### config.mk
export PLATFORM = sky130hd
export DESIGN_NAME = video_overlay_mux_flat
export DESIGN_NICKNAME = d
export VERILOG_FILES = /design/src/rtl/video_overlay_pkg.sv /design/src/rtl/video_overlay_if.sv /design/src/rtl/video_sideband_delay.sv /design/src/rtl/video_overlay_mux.sv /design/src/flat_wrapper.sv
export SDC_FILE = /design/constraint.sdc
export NUM_CORES = 1
export LEC_CHECK = 0
export ABC_AREA = 1
export ABC_CLOCK_PERIOD_IN_PS = 2400
export CORE_MARGIN = 3
export CORE_UTILIZATION = 45
export DETAILED_ROUTE_END_ITERATION = 8
export GPL_ROUTABILITY_DRIVEN = 0
export PLACE_DENSITY_LB_ADDON = 0.05
export SYNTH_ARGS = -nofsm -noshare
export SYNTH_HDL_FRONTEND = slang
export SYNTH_HIERARCHICAL = 1
export SYNTH_SLANG_ARGS = --single-unit
### constraint.sdc
create_clock -name clk_in -period 2.4 [get_ports clk_in]
set_input_delay 0.24 -clock clk_in [delete_from_list [all_inputs] [get_ports clk_in]]
set_output_delay 0.24 -clock clk_in [all_outputs]
set_load 0.05 [all_outputs]
### src/rtl/video_overlay_pkg.sv
// ---------------------------------------------------------------------------
// video_overlay_pkg
// Shared types and helpers for the video overlay mux:
//   mode_t      - background selection mode (camera / gray / b&w / overlay)
//   sideband_t  - timing bundle that travels alongside each pixel
//   luma_f      - (R + 2G + B) >> 2 with enough headroom to never overflow
// ---------------------------------------------------------------------------
package video_overlay_pkg;

  localparam int DEF_COLOR_W = 8;
  // Widest channel the luma helper accepts; callers zero-extend into it.
  localparam int LUMA_MAX_W  = 16;

  typedef enum logic [1:0] {
    MODE_CAMERA  = 2'b00,
    MODE_GRAY    = 2'b01,
    MODE_BW      = 2'b10,
    MODE_OVERLAY = 2'b11
  } mode_t;

  typedef struct packed {
    logic        valid;
    logic        hsync;
    logic        vsync;
    logic        active;
    logic [10:0] hcount;
    logic [9:0]  vcount;
  } sideband_t;

  // Sum is formed two bits wider than a channel so 255+510+255 cannot wrap.
  function automatic logic [LUMA_MAX_W-1:0] luma_f(
    input logic [LUMA_MAX_W-1:0] r,
    input logic [LUMA_MAX_W-1:0] g,
    input logic [LUMA_MAX_W-1:0] b
  );
    logic [LUMA_MAX_W+1:0] sum;
    sum = {2'b00, r} + {1'b0, g, 1'b0} + {2'b00, b};
    return sum[LUMA_MAX_W+1:2];
  endfunction

endpackage

### src/rtl/video_overlay_if.sv
// ---------------------------------------------------------------------------
// video_overlay_if
// Pixel stream, configuration and output bundle of video_overlay_mux.
//   slave  modport : the mux (consumes *_in, drives *_out)
//   master modport : the upstream/downstream side (drives *_in, sees *_out)
// ---------------------------------------------------------------------------
interface video_overlay_if #(
  parameter int PIXEL_W   = 24,
  parameter int NUM_MASKS = 2,
  parameter int IDX_W     = 1
);
  logic                 valid_in;
  logic [10:0]          hcount_in;
  logic [9:0]           vcount_in;
  logic                 hsync_in;
  logic                 vsync_in;
  logic                 active_in;
  logic [PIXEL_W-1:0]   camera_pixel_in;
  logic [NUM_MASKS-1:0] mask_in;
  logic [1:0]           mode_in;
  logic [IDX_W-1:0]     mask_sel_in;
  logic [10:0]          cross_x_in;
  logic [9:0]           cross_y_in;
  logic                 cfg_we_in;
  logic [IDX_W-1:0]     cfg_idx_in;
  logic [PIXEL_W-1:0]   cfg_color_in;

  logic [PIXEL_W-1:0]   pixel_out;
  logic                 valid_out;
  logic                 hsync_out;
  logic                 vsync_out;
  logic                 active_out;
  logic [10:0]          hcount_out;
  logic [9:0]           vcount_out;

  modport slave (
    input  valid_in, hcount_in, vcount_in, hsync_in, vsync_in, active_in,
           camera_pixel_in, mask_in, mode_in, mask_sel_in, cross_x_in,
           cross_y_in, cfg_we_in, cfg_idx_in, cfg_color_in,
    output pixel_out, valid_out, hsync_out, vsync_out, active_out,
           hcount_out, vcount_out
  );

  modport master (
    output valid_in, hcount_in, vcount_in, hsync_in, vsync_in, active_in,
           camera_pixel_in, mask_in, mode_in, mask_sel_in, cross_x_in,
           cross_y_in, cfg_we_in, cfg_idx_in, cfg_color_in,
    input  pixel_out, valid_out, hsync_out, vsync_out, active_out,
           hcount_out, vcount_out
  );
endinterface

### src/rtl/video_sideband_delay.sv
// ---------------------------------------------------------------------------
// video_sideband_delay
// Generic N-stage, W-bit shift register with synchronous active-high reset.
//   clk_i, rst_i : clock, synchronous reset (clears every stage)
//   d_i          : value entering the delay line
//   q_o          : d_i delayed by N cycles
// ---------------------------------------------------------------------------
module video_sideband_delay #(
  parameter int N = 2,
  parameter int W = 1
) (
  input  logic         clk_i,
  input  logic         rst_i,
  input  logic [W-1:0] d_i,
  output logic [W-1:0] q_o
);
  logic [W-1:0] pipe_q [N];

  // NOTE: state is updated with non-blocking assignments so every stage
  // shifts from the values present before the edge.
  always_ff @(posedge clk_i) begin
    if (rst_i) begin
      for (int i = 0; i < N; i++) pipe_q[i] <= '0;
    end else begin
      pipe_q[0] <= d_i;
      for (int i = 1; i < N; i++) pipe_q[i] <= pipe_q[i-1];
    end
  end

  assign q_o = pipe_q[N-1];
endmodule

### src/rtl/video_overlay_mux.sv
// ---------------------------------------------------------------------------
// video_overlay_mux
// Two-stage display mux between camera/threshold pipeline and TMDS encode.
//   clk_in, rst_in : pixel clock, synchronous active-high reset
//   vid (slave)    : pixel stream in, mask bits, mode/colour configuration,
//                    registered pixel + sideband out (latency 2)
// Stage 1 builds the background (camera, gray, b/w mask, colour overlay),
// stage 2 applies the optional crosshair and blanking. Mode, mask select,
// crosshair and mask colours are staged in "pending" registers and copied
// to the "active" set on the frame-start pixel, which already uses them.
// Optional feature macro: VIDEO_OVERLAY_CROSSHAIR_EN (crosshair overlay).
// ---------------------------------------------------------------------------
module video_overlay_mux
  import video_overlay_pkg::*;
#(
  parameter int          COLOR_W     = DEF_COLOR_W,
  parameter int          NUM_MASKS   = 2,
  parameter logic [23:0] MASK_RST    = 24'hFF77AA,
  parameter logic [23:0] CROSS_COLOR = 24'h00FF00
) (
  input  logic     clk_in,
  input  logic     rst_in,
  video_overlay_if.slave vid
);
  localparam int PIXEL_W = 3 * COLOR_W;
  localparam int IDX_W   = (NUM_MASKS > 1) ? $clog2(NUM_MASKS) : 1;
  localparam logic [PIXEL_W-1:0] MASK_RST_PX = PIXEL_W'(MASK_RST);

  typedef logic [PIXEL_W-1:0] pixel_t;

  logic frame_start;
  assign frame_start = vid.valid_in & vid.active_in &
                       (vid.hcount_in == 11'd0) & (vid.vcount_in == 10'd0);

  // ---------------- pending / active configuration ----------------
  mode_t            pend_mode_q, act_mode_q, eff_mode;
  logic [IDX_W-1:0] pend_sel_q,  act_sel_q,  eff_sel, bw_idx;
  pixel_t           pend_color_q [NUM_MASKS];
  pixel_t           pend_color_d [NUM_MASKS];
  pixel_t           act_color_q  [NUM_MASKS];
  pixel_t           eff_color    [NUM_MASKS];

  // A colour write in the frame-start cycle lands in the new active set.
  always_comb begin
    for (int i = 0; i < NUM_MASKS; i++) begin
      pend_color_d[i] = (vid.cfg_we_in && (int'(vid.cfg_idx_in) == i)) ?
                        vid.cfg_color_in : pend_color_q[i];
      eff_color[i]    = frame_start ? pend_color_d[i] : act_color_q[i];
    end
  end

  assign eff_mode = frame_start ? pend_mode_q : act_mode_q;
  assign eff_sel  = frame_start ? pend_sel_q  : act_sel_q;
  assign bw_idx   = (int'(eff_sel) < NUM_MASKS) ? eff_sel : '0;

  // NOTE: the colour tables are a handful of flops, not a RAM, so they are
  // reset to the defaults like any other state.
  always_ff @(posedge clk_in) begin
    if (rst_in) begin
      pend_mode_q <= MODE_CAMERA;
      act_mode_q  <= MODE_CAMERA;
      pend_sel_q  <= '0;
      act_sel_q   <= '0;
      for (int i = 0; i < NUM_MASKS; i++) begin
        pend_color_q[i] <= MASK_RST_PX;
        act_color_q[i]  <= MASK_RST_PX;
      end
    end else begin
      pend_mode_q <= mode_t'(vid.mode_in);
      pend_sel_q  <= vid.mask_sel_in;
      act_mode_q  <= eff_mode;
      act_sel_q   <= eff_sel;
      for (int i = 0; i < NUM_MASKS; i++) begin
        pend_color_q[i] <= pend_color_d[i];
        act_color_q[i]  <= eff_color[i];
      end
    end
  end

  // ---------------- stage 1: background ----------------
  logic [COLOR_W-1:0] luma;
  pixel_t             bg, s1_pix_q;

  assign luma = COLOR_W'(luma_f(
      LUMA_MAX_W'(vid.camera_pixel_in[PIXEL_W-1 -: COLOR_W]),
      LUMA_MAX_W'(vid.camera_pixel_in[2*COLOR_W-1 -: COLOR_W]),
      LUMA_MAX_W'(vid.camera_pixel_in[COLOR_W-1:0])));

  // NOTE: bg gets a default before the case so no path leaves it unassigned
  // and no latch is inferred.
  always_comb begin
    bg = vid.camera_pixel_in;
    case (eff_mode)
      MODE_GRAY: bg = {3{luma}};
      MODE_BW:   bg = vid.mask_in[bw_idx] ? '1 : '0;
      MODE_OVERLAY: begin
        // Walk downwards so the lowest set channel is the last writer.
        for (int i = NUM_MASKS - 1; i >= 0; i--) begin
          if (vid.mask_in[i]) bg = eff_color[i];
        end
      end
      default: bg = vid.camera_pixel_in;
    endcase
  end

  always_ff @(posedge clk_in) begin
    if (rst_in) s1_pix_q <= '0;
    else        s1_pix_q <= (vid.valid_in & vid.active_in) ? bg : '0;
  end

`ifdef VIDEO_OVERLAY_CROSSHAIR_EN
  localparam logic [PIXEL_W-1:0] CROSS_PX = PIXEL_W'(CROSS_COLOR);

  logic [10:0] pend_cx_q, act_cx_q, eff_cx;
  logic [9:0]  pend_cy_q, act_cy_q, eff_cy;
  logic        s1_cross_q;

  assign eff_cx = frame_start ? pend_cx_q : act_cx_q;
  assign eff_cy = frame_start ? pend_cy_q : act_cy_q;

  always_ff @(posedge clk_in) begin
    if (rst_in) begin
      pend_cx_q  <= '0;
      pend_cy_q  <= '0;
      act_cx_q   <= '0;
      act_cy_q   <= '0;
      s1_cross_q <= 1'b0;
    end else begin
      pend_cx_q  <= vid.cross_x_in;
      pend_cy_q  <= vid.cross_y_in;
      act_cx_q   <= eff_cx;
      act_cy_q   <= eff_cy;
      s1_cross_q <= vid.valid_in & ((vid.hcount_in == eff_cx) |
                                    (vid.vcount_in == eff_cy));
    end
  end
`endif

  // ---------------- sideband: two 1-cycle hops ----------------
  sideband_t sb_in, sb_s1, sb_out;

  assign sb_in = '{valid:  vid.valid_in,  hsync:  vid.hsync_in,
                   vsync:  vid.vsync_in,  active: vid.active_in,
                   hcount: vid.hcount_in, vcount: vid.vcount_in};

  video_sideband_delay #(.N(1), .W($bits(sideband_t))) u_sb_s1 (
    .clk_i (clk_in),
    .rst_i (rst_in),
    .d_i   (sb_in),
    .q_o   (sb_s1)
  );

  video_sideband_delay #(.N(1), .W($bits(sideband_t))) u_sb_s2 (
    .clk_i (clk_in),
    .rst_i (rst_in),
    .d_i   (sb_s1),
    .q_o   (sb_out)
  );

  // ---------------- stage 2: crosshair + blanking ----------------
  pixel_t pixel_d, pixel_q;

  always_comb begin
    pixel_d = '0;
    if (sb_s1.active) begin
      pixel_d = s1_pix_q;
`ifdef VIDEO_OVERLAY_CROSSHAIR_EN
      if (s1_cross_q) pixel_d = CROSS_PX;
`endif
    end
  end

  always_ff @(posedge clk_in) begin
    if (rst_in) pixel_q <= '0;
    else        pixel_q <= pixel_d;
  end

  assign vid.pixel_out  = pixel_q;
  assign vid.valid_out  = sb_out.valid;
  assign vid.hsync_out  = sb_out.hsync;
  assign vid.vsync_out  = sb_out.vsync;
  assign vid.active_out = sb_out.active;
  assign vid.hcount_out = sb_out.hcount;
  assign vid.vcount_out = sb_out.vcount;
endmodule
### src/flat_wrapper.sv
// flat-port wrapper written by rule: the top's interface ports become plain ports
module video_overlay_mux_flat import video_overlay_pkg::*;
#(
  parameter int          COLOR_W     = DEF_COLOR_W,
  parameter int          NUM_MASKS   = 2,
  parameter logic [23:0] MASK_RST    = 24'hFF77AA,
  parameter logic [23:0] CROSS_COLOR = 24'h00FF00
)
  (clk_in, rst_in, vid_valid_in, vid_hcount_in, vid_vcount_in, vid_hsync_in, vid_vsync_in, vid_active_in, vid_camera_pixel_in, vid_mask_in, vid_mode_in, vid_mask_sel_in, vid_cross_x_in, vid_cross_y_in, vid_cfg_we_in, vid_cfg_idx_in, vid_cfg_color_in, vid_pixel_out, vid_valid_out, vid_hsync_out, vid_vsync_out, vid_active_out, vid_hcount_out, vid_vcount_out);
  video_overlay_if #(.NUM_MASKS(NUM_MASKS)) vid_i ();
  input  logic clk_in;
  input  logic rst_in;
  input wire logic [$bits(vid_i.valid_in)-1:0] vid_valid_in;
  input wire logic [$bits(vid_i.hcount_in)-1:0] vid_hcount_in;
  input wire logic [$bits(vid_i.vcount_in)-1:0] vid_vcount_in;
  input wire logic [$bits(vid_i.hsync_in)-1:0] vid_hsync_in;
  input wire logic [$bits(vid_i.vsync_in)-1:0] vid_vsync_in;
  input wire logic [$bits(vid_i.active_in)-1:0] vid_active_in;
  input wire logic [$bits(vid_i.camera_pixel_in)-1:0] vid_camera_pixel_in;
  input wire logic [$bits(vid_i.mask_in)-1:0] vid_mask_in;
  input wire logic [$bits(vid_i.mode_in)-1:0] vid_mode_in;
  input wire logic [$bits(vid_i.mask_sel_in)-1:0] vid_mask_sel_in;
  input wire logic [$bits(vid_i.cross_x_in)-1:0] vid_cross_x_in;
  input wire logic [$bits(vid_i.cross_y_in)-1:0] vid_cross_y_in;
  input wire logic [$bits(vid_i.cfg_we_in)-1:0] vid_cfg_we_in;
  input wire logic [$bits(vid_i.cfg_idx_in)-1:0] vid_cfg_idx_in;
  input wire logic [$bits(vid_i.cfg_color_in)-1:0] vid_cfg_color_in;
  output wire logic [$bits(vid_i.pixel_out)-1:0] vid_pixel_out;
  output wire logic [$bits(vid_i.valid_out)-1:0] vid_valid_out;
  output wire logic [$bits(vid_i.hsync_out)-1:0] vid_hsync_out;
  output wire logic [$bits(vid_i.vsync_out)-1:0] vid_vsync_out;
  output wire logic [$bits(vid_i.active_out)-1:0] vid_active_out;
  output wire logic [$bits(vid_i.hcount_out)-1:0] vid_hcount_out;
  output wire logic [$bits(vid_i.vcount_out)-1:0] vid_vcount_out;
  assign vid_i.valid_in = vid_valid_in;
  assign vid_i.hcount_in = vid_hcount_in;
  assign vid_i.vcount_in = vid_vcount_in;
  assign vid_i.hsync_in = vid_hsync_in;
  assign vid_i.vsync_in = vid_vsync_in;
  assign vid_i.active_in = vid_active_in;
  assign vid_i.camera_pixel_in = vid_camera_pixel_in;
  assign vid_i.mask_in = vid_mask_in;
  assign vid_i.mode_in = vid_mode_in;
  assign vid_i.mask_sel_in = vid_mask_sel_in;
  assign vid_i.cross_x_in = vid_cross_x_in;
  assign vid_i.cross_y_in = vid_cross_y_in;
  assign vid_i.cfg_we_in = vid_cfg_we_in;
  assign vid_i.cfg_idx_in = vid_cfg_idx_in;
  assign vid_i.cfg_color_in = vid_cfg_color_in;
  assign vid_pixel_out = vid_i.pixel_out;
  assign vid_valid_out = vid_i.valid_out;
  assign vid_hsync_out = vid_i.hsync_out;
  assign vid_vsync_out = vid_i.vsync_out;
  assign vid_active_out = vid_i.active_out;
  assign vid_hcount_out = vid_i.hcount_out;
  assign vid_vcount_out = vid_i.vcount_out;
  video_overlay_mux #(.COLOR_W(COLOR_W), .NUM_MASKS(NUM_MASKS), .MASK_RST(MASK_RST), .CROSS_COLOR(CROSS_COLOR)) u_core (.clk_in(clk_in), .rst_in(rst_in), .vid(vid_i));
endmodule
# Yosys cells after proc, flatten, opt, wreduce, memory -nomap -nowiden
# Memory sizes are Yosys's and may differ from the RTL's.
# Cells that the tools add are included.
[totals] register_bits=54 latch_bits=0 ramBits=146 rom_bits=0 in_bits=103 output_inout_bits=49 elab_cells=57 mem_count=4
[op_classes] n_addsub=2 n_mul=0 div=0 n_lt_le_gt_ge=1 n_eq_ne=3 shifts=0 n_mux=23 bitwise_logic=10 reduce_logical=8
[mem_list] name="u_core.act_color_q" depth=2 width=24 read_ports=2 rd_clocked_by_memory_dff=0 write_ports=2 line_no="video_overlay_mux.sv:40" text="pixel_t act_color_q [NUM_MASKS];"
[mem_list] name="u_core.pend_color_q" depth=2 width=24 read_ports=2 rd_clocked_by_memory_dff=0 write_ports=2 line_no="video_overlay_mux.sv:38" text="pixel_t pend_color_q [NUM_MASKS];"
[mem_list] name="u_core.u_sb_s1.pipe_q" depth=1 width=25 read_ports=1 rd_clocked_by_memory_dff=0 write_ports=1 line_no="video_sideband_delay.sv:17" text="logic [W-1:0] pipe_q [N];"
[mem_list] name="u_core.u_sb_s2.pipe_q" depth=1 width=25 read_ports=1 rd_clocked_by_memory_dff=0 write_ports=1 line_no="video_sideband_delay.sv:17"
[ops] op="$mux W24" n=11
[ops] op="$pmux W24 S3" n=1
[ops] op="$mux W25" n=2
[ops] op="$reduce_or A25 Y1" n=2
[ops] op="$logic_not A11 Y1" n=1
[ops] op="$add A10 B8 Y10" n=1
[ops] op="$add A8 B9 Y10" n=1
[ops] op="$logic_not A10 Y1" n=1
[ops] op="$mux W1" n=8
[ops] op="$eq A2 B2 Y1 const B" n=2
[ops] op="$or A1 B1 Y1" n=4
[ops] op="$reduce_or A2 Y1" n=2
[ops] op="$and A1 B1 Y1" n=3
[ops] op="$not A1 Y1" n=3
[ops] op="$eq A2 B1 Y1 const B" n=1
[ops] op="$logic_and A1 B1 Y1" n=2
[ops] op="$lt A1 B2 Y1 const B" n=1
[ops] op="$mux W2" n=1

# Longest topological paths before layout
[depth] depth_word=8 mapped_depth=14 mapped_depth_nobuf=14

# Hierarchy
# Netlist, hierarchy kept.
[by_module_without_submodules] module="video_overlay_mux" instances=1 cells_per_inst=1050 area_per_inst_um2=7289.5 seq_area_each_um2=3002.9
[by_module_without_submodules] module="video_sideband_delay" instances=2 cells_per_inst=78 area_per_inst_um2=724.4 seq_area_each_um2=500.5

# Worst setup path before layout
# Ideal clock, no wire load.
[synth_timing] path_type="input to register" from="input port vid_camera_pixel_in[1]" to="register u_core.s1_pix_q[13]" setup_ps=117 t_arrival_ps=2131 t_required_ps=2283 slack_ps=152 cell_stages=13 n_path_buf=0 path_cell_list="inv_1 -> fa_1 -> nor2_1 -> nand2_1 -> inv_1 -> fa_1 -> nand4_1 -> nand3_1 -> or2_2 -> nand4_1 -> nand2_1 -> nor2_1 -> nor2_1"
[synth_via] elab_chain_len=2
[synth_lines] element="from (decl)" line_no="flat_wrapper.sv:19" text="input wire logic [$bits(vid_i.camera_pixel_in)-1:0] vid_camera_pixel_in;"
[synth_lines] element="$add A10 B8 Y10" line_no="video_overlay_pkg.sv:37" text="sum = {2'b00, r} + {1'b0, g, 1'b0} + {2'b00, b};"
[synth_lines] element="$pmux W24 S3" line_no="video_overlay_mux.sv:93" text="case (eff_mode)"
[synth_lines] element="to (signal assigned)" line_no="video_overlay_mux.sv:108" text="else s1_pix_q <= (vid.valid_in & vid.active_in) ? bg : '0;"
[synth_lines] element="to (decl)" line_no="video_overlay_mux.sv:82" text="pixel_t bg, s1_pix_q;"
# No other way between the ends.
# A chain may end at the register's enable or synchronous reset.

# Worst setup path in the final report
[layout_timing] from="input port vid_camera_pixel_in[2]" to="register u_core.s1_pix_q[12]"
# Same word-level chain as after synthesis.

==> results.yml <==
status:
  status: "finished clean"
min_path:
  holdPathStages: 4
  hp-class: "in -> reg"
timing:
  relSlewSlack_pct: 64.6
  worstMarginPinSlew_ns: 0.529
  rsz0062_at_grt: "false"
  skew_ns: 0.00954
  final_max_slew_viol_count: 0
  setup_viol: 0
  fmax_mhz: 459
  finalCriticalPeriod_ns: 2.18
  finalCritPeriodShare_pct: 90.9
  hold_violations: 0
  finalWorstSetupSlack_ns: 0.219
synth:
  synth.distinct_cells: 32
  syn_nets: 1324
  synthCells: 1206
  yosysTopAreaCell: "dfxtp_1"
  avgSynthCellArea_um2: 7.25
  synth_commonest_cells: "nand2_1, dfxtp_1, inv_1"
  synth_seq_cells: 200
  yosys-top-cells-area: "dfxtp_1, nand2_1, inv_1"
  synth_most_common_cell: "nand2_1"
  synth.top_cell.area_share_pct: 45.8
  yosysWarnings: 6
  ys.flop_type: "dfxtp_1"
  async_flop_share_pct: 0
  synth-seq-area-share_pct: 45.8
  syn_area_mm2: 0.00874
  synth-edff-count: 0
die:
  die_x_um: 145
  core_area_mm2: 0.0189
  rows: 50
  die-area_mm2: 0.0211
  io_pins: 152
  start_util_pct: 46.3
  die_h_um: 145
global_routing:
  overflow: 0
  grt_start_max_net_pins: 73
  grt_pass1_wl_um: 34800
  grt_use_total_pct: 20.0
  antenna_found_initial: 0
  grt_pass1_vias: 6742
drt:
  drc: 0
  wirelength_um: 20800
  via_per_inst: 4.59
  drt_iter0_markers: 462
  wire_per_inst_um: 12.9
  num_vias: 7415
  postRouteAntennaNets: 0
  first_pass_iters: 5
pwr:
  p_leak_nw: 5.35
  cellPowerDensity_mw_per_mm2: 645
  p_total_mw: 7.10
  peakVddDrop_v: 0.000504
cells_and_area:
  fin_cells: 1614
  fill_cells: 1901
  nets: 1459
  regArea_mm2: 0.00400
  area_growth_pct: 25.9
  drive_gt1_share_pct: 10.3
  multi_input_area_mm2: 0.00362
  antenna_cells: 0
  fin_util_pct: 58.2
clocking:
  cts_hold_buffers: 0
  root_buffer: "clkbuf_16"
  clock_latency_ns: 0.43
  clk_pin_slew_ns: 0.07
  clk_path_buf_depth: 2
  cts_tree: "yes"
  cts.sinks: 200
  cts_made_buffers: 17
  htree_levels: 4
critical_path:
  crit_cells: 12
  max_stage_delay_ns: 0.57
  start_kind: "input pin"
  end_kind: "flip-flop"
  crit_buf_inv: 2
  worst_ep_required_time_ns: 2.74
  cp_data_arrival_time_ns: 2.52
  cp_max_fo: 3
  worst_path_most_repeated_cell: "nand2_1"
  worst_path_max_delay_cell: "fa_1"
  path_class: "in -> reg"
  crit_chain: "clkdlybuf4s50_1 > fa_1 > ha_1 > nand2_1 > o21ai_0 > buf_4 > nand2_1 > nand3b_1 > nand4_1 > nand2_1 > nor2_1 > nor2_1"
  crit_family: "adder cells"
  worst-r2r-cell-count: 9
job:
  maxCapViolCount: 0
placed_design:
  dpl.hpwl_um: 14900
  dpl_worst_slack_ns: -0.512
  place_inst: 1580
  portBuffers: 130
==> metrics by stage <==
stage	setup TNS, ns	hold WS (ns)	cell area (µm²)
after global placement	-6.15	0.389	10400
after detailed placement	-6.53	0.394	10400
after floorplan	0	0.347	8740
after global routing	0	0.289	11000
after CTS	0	0.311	11000
final	0	0.265	11000
==> cell usage in the layout (no fill, tap or decap), drive strengths merged <==
cell,n
a21o,1
a21oi,29
a31oi,1
buf,50
clkbuf,19
clkdlybuf4s50,126
clkinv,4
clkinvlp,3
dfxtp,200
dlymetal6s2s,3
fa,8
ha,7
inv,205
nand2,314
nand3,99
nand3b,2
nand4,32
nor2,167
o21a,6
o21ai,74
or2,1
xnor2,1
xor2,2
==> cell type report <==
cell class                 count  share of cell area [%]
sequential                   200                    36.4
multi-input combinational    744                    32.9
timing repair buffer         179                    15.8
inverter                     199                    6.79
clock buffer                  19                    4.03
tap                          260                    2.96
clock inverter                13                    1.18
==> cells by family (layout without fill, tap and decap cells) <==
group	Yosys count	count (layout)	synth area share, %
AND/OR/NAND/NOR	615	615	30.5
buffers and inverters	262	410	13.0
flip-flops	200	200	45.8
AO/OA/AOI/OAI	111	111	7.60
adder cells (fa/ha/maj)	15	15	2.83
XOR/XNOR	3	3	0.301
==> routing by layer <==
metal	up-vias	share of wire, %	track usage (%)
li1	3973	-	-
met4	0	1.1	5.37
met3	22	4.5	3.30
met5	-	0	0
met2	158	41	28.6
met1	3262	53	31.1
==> worst reg2reg max path, cell delays in order, from the launching register on <==
cell and delay (ns):
dfxtp_1 0.30, inv_1 0.04, nand4_1 0.14, nand2_4 0.19, nand2_2 0.09, buf_12 0.17, o21ai_0 0.24, inv_1 0.06
nand2_1 0.06, inv_1 0.03
==> flip-flops by register name, summed over array words and instances, names as in the netlist <==
| signal | cells |
|---|---|
| u_core/pend_sel_q | 1 |
| u_core/u_sb_s1/pipe_q | 25 |
| u_core/act_color_q | 48 |
| u_core/pend_mode_q | 2 |
| u_core/s1_pix_q | 24 |
| u_core/vid.pixel_out | 24 |
| u_core/act_sel_q | 1 |
| u_core/pend_color_q | 48 |
| u_core/u_sb_s2/pipe_q | 25 |
| u_core/act_mode_q | 2 |
==> where the power goes <==
part,internal [mW],total (mW),switching [mW]
registers,3.42,3.44,0.0251
clock network,1.41,2.77,1.36
logic,0.385,0.890,0.505
total,5.21,7.10,1.89
==> what timing repair did <==
item                                    CTS  global route
setup buffers                             0             2
gates resized for setup                   1             7
pin swaps                                 1             7
endpoints found under the setup margin    3             7
==> final timing paths <==
| check | slack, ns | endpoint | start |
|---|---|---|---|
| max | 0.22 | u_core/s1_pix_q[12] | vid_camera_pixel_in[2] |
| min | 0.27 | u_core/s1_pix_q[17] | vid_camera_pixel_in[17] |
| max reg2reg | 0.97 | u_core/s1_pix_q[7] | u_core/pend_mode_q[1] |
| min reg2reg | 0.40 | u_core/u_sb_s2/pipe_q[0][2] | u_core/u_sb_s1/pipe_q[0][2] |
Note: power is estimated with default switching activity, not from simulation.
